**src/rtl/uart_rx.sv**
```systemverilog
// uart_rx: 8N1 UART receiver with two-flop input synchroniser and valid/ack output holding register
module uart_rx #(
  parameter int CLKS_PER_BIT = 434,
  parameter int HALF_BIT     = CLKS_PER_BIT / 2
) (
  input  logic       CLOCK_50,
  input  logic       reset,
  input  logic       UART_RX,
  output logic [7:0] rx_data,
  output logic       rx_valid,
  input  logic       rx_ack,
  output logic       rx_overrun,
  output logic       frame_err,
  output logic       rx_busy
);
  localparam int CW = $clog2(CLKS_PER_BIT);
  typedef enum logic [2:0] {IDLE, START, DATA, STOP, BRK} state_t;
  state_t        state;
  logic [1:0]    sync;
  logic [CW-1:0] cnt;
  logic [2:0]    bit_idx;
  logic [7:0]    shift;
  logic          line;
  assign line = sync[1];
  always_ff @(posedge CLOCK_50 or posedge reset)
    if (reset) begin
      state      <= IDLE;
      sync       <= 2'b11;
      cnt        <= '0;
      bit_idx    <= '0;
      shift      <= '0;
      rx_data    <= '0;
      rx_valid   <= 1'b0;
      rx_overrun <= 1'b0;
      frame_err  <= 1'b0;
      rx_busy    <= 1'b0;
    end else begin
      sync      <= {sync[0], UART_RX};
      frame_err <= 1'b0;
      if (rx_ack) begin
        rx_valid   <= 1'b0;
        rx_overrun <= 1'b0;
      end
      case (state)
        IDLE: begin
          cnt <= '0;
          if (!line) begin
            state   <= START;
            rx_busy <= 1'b1;
          end
        end
        START:
          if (cnt == CW'(HALF_BIT - 1)) begin
            cnt     <= '0;
            bit_idx <= '0;
            state   <= line ? IDLE : DATA;
            rx_busy <= !line;
          end else cnt <= cnt + 1'b1;
        DATA:
          if (cnt == CW'(CLKS_PER_BIT - 1)) begin
            cnt     <= '0;
            shift   <= {line, shift[7:1]};
            bit_idx <= bit_idx + 1'b1;
            if (bit_idx == 3'd7) state <= STOP;
          end else cnt <= cnt + 1'b1;
        STOP:
          if (cnt == CW'(CLKS_PER_BIT - 1)) begin
            cnt     <= '0;
            state   <= line ? IDLE : BRK;
            rx_busy <= !line;
            // an ack in the delivery cycle frees the holding register for the new byte
            if (!line) frame_err <= 1'b1;
            else if (!rx_valid || rx_ack) begin
              rx_data  <= shift;
              rx_valid <= 1'b1;
            end else rx_overrun <= 1'b1;
          end else cnt <= cnt + 1'b1;
        BRK:
          if (line) begin
            state   <= IDLE;
            rx_busy <= 1'b0;
          end
        default: begin
          state   <= IDLE;
          rx_busy <= 1'b0;
        end
      endcase
    end
endmodule

```
**config.mk**
```make
export PLATFORM = sky130hd
export DESIGN_NAME = uart_rx
export DESIGN_NICKNAME = d
export VERILOG_FILES = /design/src/rtl/uart_rx.sv
export SDC_FILE = /design/constraint.sdc
export NUM_CORES = 1
export LEC_CHECK = 0
export ABC_AREA = 1
export BUFFER_PORTS_ARGS = -buffer_cell sky130_fd_sc_hd__buf_2
export CORE_ASPECT_RATIO = 1.25
export CORE_MARGIN = 2
export CORE_UTILIZATION = 60
export DETAILED_ROUTE_END_ITERATION = 16
export PLACE_DENSITY = 0.91
export RECOVER_POWER = 25
export SYNTH_ARGS = -nofsm -noshare
export SYNTH_HDL_FRONTEND = slang
export SYNTH_SLANG_ARGS = --single-unit
```
**constraint.sdc**
```tcl
create_clock -name CLOCK_50 -period 3.8 [get_ports CLOCK_50]
set_input_delay 0.38 -clock CLOCK_50 [delete_from_list [all_inputs] [get_ports CLOCK_50]]
set_output_delay 0.38 -clock CLOCK_50 [all_outputs]
set_load 0.02 [all_outputs]
```
Yosys cells after proc, flatten, opt, wreduce, memory -nomap -nowiden
Index checks and enable logic that the tools add are counted.

word-level totals
  register bits after elaboration = 37
  output and inout bits = 12
  logic and storage cells = 71

operators by class
  $add $sub $neg = 2
  equality and inequality tests = 13
  mux-type cells = 33
  bitwise operators = 1
  reduce and logical (&&, ||, !) cells = 12

operators by type and width
  kind                 count
  $mux 3               9
  $pmux 9 s3           1
  $mux 9               2
  $mux 1               17
  $pmux 3 s5           1
  $ne 2x2->1 const B   6
  $add 9x1->9 const B  1
  $eq 9x8->1 const B   1
  $eq 9x9->1 const B   1
  $eq 3x2->1 const B   2
  $eq 3x3->1 const B   2
  $pmux 3 s2           1
  $reduce_and 6->1     1
  $pmux 1 s5           1
  $reduce_and 5->1     1
  $reduce_and 4->1     1
  $add 3x1->3 const B  1
  $eq 3x1->1 const B   1
  $logic_not 3->1      1
  $reduce_and 3->1     1
  $reduce_bool 3->1    1
  $logic_not 1->1      2
  $mux 2               1
  $reduce_and 2->1     1
  4 further kinds      4

Logic depth before layout (Yosys ltp)
  depth in word-level cells = 6
  gate-level depth with buffers = 10

Worst setup path after synthesis
No wires, ideal clock.

  path type = register to register
  start point = register cnt[1]
  end point = register rx_data[0]
  arrival time = 1,242 ps
  required time = 3,677 ps
  slack = 2,435 ps
  stages on the path, launching flop included = 10
  buffers on the path = 0
  path through = dfrtp_1 inv_1 ha_1 nand2_1 nor2_4 nand2_4 clkinv_2 nand3_4 o21ai_0 nand2_1

on the way
  longest elaborated chain between the ends = 2

ends and longest elaborated chain
  element                            RTL line  source
  start: declaration                 20        logic [CW-1:0] cnt;
  start signal: assignment           58        end else cnt <= cnt + 1'b1;
  start signal: assignment           65        end else cnt <= cnt + 1'b1;
  start signal: assignment           77        end else cnt <= cnt + 1'b1;
  $eq 9x9->1                         67        if (cnt == CW'(CLKS_PER_BIT - 1)) begin
  $reduce_and 4->1 (no source line)  -
  end signal: assignment             74        rx_data <= shift;
  end: declaration                   9         output logic [7:0] rx_data,

Every way passes these cells.
A chain may end at the register's enable or synchronous reset.

Final worst setup path
  start point = register cnt[1]
  end point = register bit_idx[2]

on the way
  longest elaborated chain between the ends = 3
  elaborated cells on any way between the ends = 5

ends and longest elaborated chain
  element                                   RTL line  source
  $eq 9x9->1 or $eq 9x8->1 (tied branches)  60, 53
  $ne 2x2->1 (no source line)               -
  $reduce_and 3->1 (no source line) (*)     -
  end signal: assignment                    63        bit_idx <= bit_idx + 1'b1;
  end: declaration                          21        logic [2:0] bit_idx;

Mark *: on every way between the ends. The rest lies on a longest branch, timed or not.

==> flow_metrics.py <==
metrics = {
    "outcome": {
        "status": "complete, no violations",
    },
    "grt": {
        "met3_usage": 0.0591,
        "grt_pass1_wl_um": 5990,
        "use_met2": 0.392,
        "grt.total_usage": 0.236,
        "grt_pass1_vias": 1447,
        "grt_overflow_total": 0,
        "grt_use_met1": 0.276,
        "grt.busiest_layer": "met2",
        "antenna_found_initial": 0,
        "grt_max_degree": 26,
    },
    "clocking": {
        "ctsResizeCount": 0,
        "cts_setup_buffers": 0,
        "clkTransAtPathRegs_ns": 0.11,
        "insertion_delay_ns": 0.35,
        "cts_sinks": 37,
        "root_buffer": "clkbuf_4",
        "numCtsBuffers": 5,
        "h-tree-depth": 2,
        "postCtsHoldBufs": 0,
        "clockBufferDepth": 2,
        "cts_tree": "built",
    },
    "final_layout": {
        "nets": 248,
        "seq_area_um2": 928,
        "layout-drive-gt1-share": 0.175,
        "n_antenna_cell": 0,
        "multiInputGateArea_um2": 767,
        "syn_to_final_growth_pct": 10.9,
        "fin_util": 0.690,
        "fill_cells": 249,
    },
    "floorplan": {
        "die_y_um": 65.5,
        "die_w_um": 53.2,
        "coreArea_um2": 2920,
        "die_area_um2": 3480,
        "num_io_pins": 16,
        "row_count": 22,
        "initial_utilization": 0.622,
    },
    "logic_synthesis": {
        "postSynth.asyncResetShare": 1.00,
        "synthCells": 218,
        "synth-warning-count": 0,
        "synth_area_leaders": "dfrtp_1, nand2_1, o21ai_0",
        "synth_top_area_cell": "dfrtp_1",
        "synth_area_um2": 1810,
        "synth_most_common_cell": "nand2_1",
        "synth_common_cells": "nand2_1, dfrtp_1, inv_1",
        "syn_nets": 227,
        "yosys.area.top_type_share": 0.483,
        "synth_edf_count": 0,
        "ys_seq_area_frac": 0.512,
        "synth_ff_type": "dfrtp_1",
        "postSynthAreaPerCell_um2": 8.32,
        "synth_cell_type_count": 25,
        "synth-seq-cells": 37,
    },
    "hold_path": {
        "hold_depth": 1,
        "hold_class": "input port to flop",
        "min_from": "UART_RX",
        "hold_path_end": "sync[0]",
    },
    "critical_path": {
        "r2r_start": "cnt[1]",
        "critical_path_required_ns": 4.04,
        "crit_arrival_ns": 1.85,
        "reg2reg_slack_ns": 2.19,
        "critPathMaxStageDelay_ns": 0.41,
        "crit_fanout": 12,
        "slowest_stage": "dfrtp_1",
        "setup.worst_path.class": "flop to flop",
        "crit_path_cell_trace": "inv_1 -> ha_1 -> nand2_1 -> nor2_4 -> nand2_4 -> nor2_4 -> o21ai_0 -> nand2_1 -> nand2_1",
        "rr_endpoint": "bit_idx[2]",
        "cp_common_cell": "nand2_1",
        "startpoint_type": "flop",
        "reg2reg_depth": 9,
        "cp-end-kind": "flop",
    },
    "sta": {
        "timing_hold_violations_final": 0,
        "final_max_slew_viol_count": 0,
        "tightest_slew_ns": 0.909,
        "fin_skew_ns": 0.0148,
        "fin_setup_tns_ns": 0,
        "fmaxAchievable_mhz": 623,
        "finalCritPeriodShare": 0.423,
        "slew_headroom": 0.393,
        "period_needed_ns": 1.61,
        "fin_ws_ns": 2.19,
        "grt_setup_unrepaired": "no",
        "setup_viol": 0,
        "hold_ws_ns": 0.126,
    },
    "pwr": {
        "powerDensity_nw_per_um2": 350,
        "p_seq_frac": 0.565,
        "leakage_nw": 1.10,
        "pwr-share-clk": 0.419,
        "peakVddDrop_v": 0.000290,
        "pwr-share-comb": 0.016,
        "internal-power_mw": 0.554,
        "p_total_mw": 0.703,
        "switching_power_mw": 0.149,
        "switching_share": 0.212,
    },
    "placement": {
        "pre_cts_slack_ns": 2.20,
        "dp_hpwl_um": 2520,
        "io_buffers": 15,
        "place_congestion": 0.898,
    },
    "route": {
        "wl_per_cell_um": 12.5,
        "first_pass_iters": 4,
        "antenna_left": 0,
        "drt_iter0_drc": 51,
        "drc": 0,
        "wl_um": 3440,
        "vias": 1462,
        "viasPerCell": 5.30,
    },
    "job": {
        "cap_viol_max_count": 0,
    },
}
==> placed cells by master, fill, tap and decap left out, types with 4 or more instances in the layout <==
cell type / Yosys / routed
buf_2: 0 / 15
clkbuf_4: 0 / 5
dfrtp_1: 35 / 35
ha_1: 5 / 5
inv_1: 20 / 20
inv_2: 4 / 4
nand2_1: 81 / 81
nand3_1: 10 / 10
nand4_1: 6 / 6
nor2_1: 15 / 15
o21ai_0: 16 / 16
==> cell families after synthesis <==
group	count (synthesis)	synth area share
and+or+nand+nor	125	0.318
DFF	37	0.512
buffers and inverters	28	0.0655
AOI/OAI and AO/OA	20	0.0559
adders and majority gates	5	0.0345
xor gates and xnor gates	3	0.0145
==> worst max-delay path, delay by kind of cell, from the launching register on <==
kind                       cells  cell delay [ns]
buffers and inverters          1             0.09
AOI/OAI and AO/OA              1             0.20
DFF                            1             0.41
adders and majority gates      1             0.14
and+or+nand+nor                6             0.66
==> how the worst max path moves through the flow <==
stage	from	slack, ns	endpoint	cells past startpoint
global route	state[2]	2.00	bit_idx[2]	6
finish	cnt[1]	2.19	bit_idx[2]	9
CTS	cnt[1]	2.19	bit_idx[2]	9
global placement	cnt[1]	2.27	bit_idx[0]	9
floorplan	cnt[1]	2.43	rx_data[0]	9
detailed placement	cnt[1]	2.20	bit_idx[0]	9
==> routing by layer <==
layer / vias to the layer above / part of all wire / routed length, um
li1: 726 / - / -
met2: 32 / 0.51 / 1750
met3: 10 / 0.033 / 115
met1: 694 / 0.43 / 1490
met4: 0 / 0.025 / 87
met5: - / 0 / 0
==> area by class of cell <==
| type | instances | area share |
|---|---|---|
| Multi-Input combinational cell | 153 | 0.381 |
| Sequential cell | 37 | 0.461 |
| Clock inverter | 2 | 0.0187 |
| Inverter | 26 | 0.0498 |
| Timing Repair Buffer | 16 | 0.0410 |
| Clock buffer | 6 | 0.0255 |
| Tap cell | 36 | 0.0224 |
==> sequential cells by signal, indices dropped and copies added (netlist names), 2 cells and up <==
signal,cells
bit_idx,3
cnt,9
rx_data,8
shift,8
state,3
sync,2
==> power groups by stage <==
stage | combinational, mW | sequential, mW | clock, mW
after floorplan | 0.00716 | 0.404 | 0
after global placement | 0.0117 | 0.405 | 0
after detailed placement | 0.0120 | 0.405 | 0
after CTS | 0.0120 | 0.397 | 0.295
after global routing | 0.0133 | 0.398 | 0.312
final | 0.0113 | 0.397 | 0.295
==> through the flow <==
stage,instance area [um^2],std cells
CTS,2010,276
global placement,1920,268
finish,2010,276
global route,2010,276
detailed placement,1920,268
floorplan,1810,218
(Power assumes the default switching activity.)
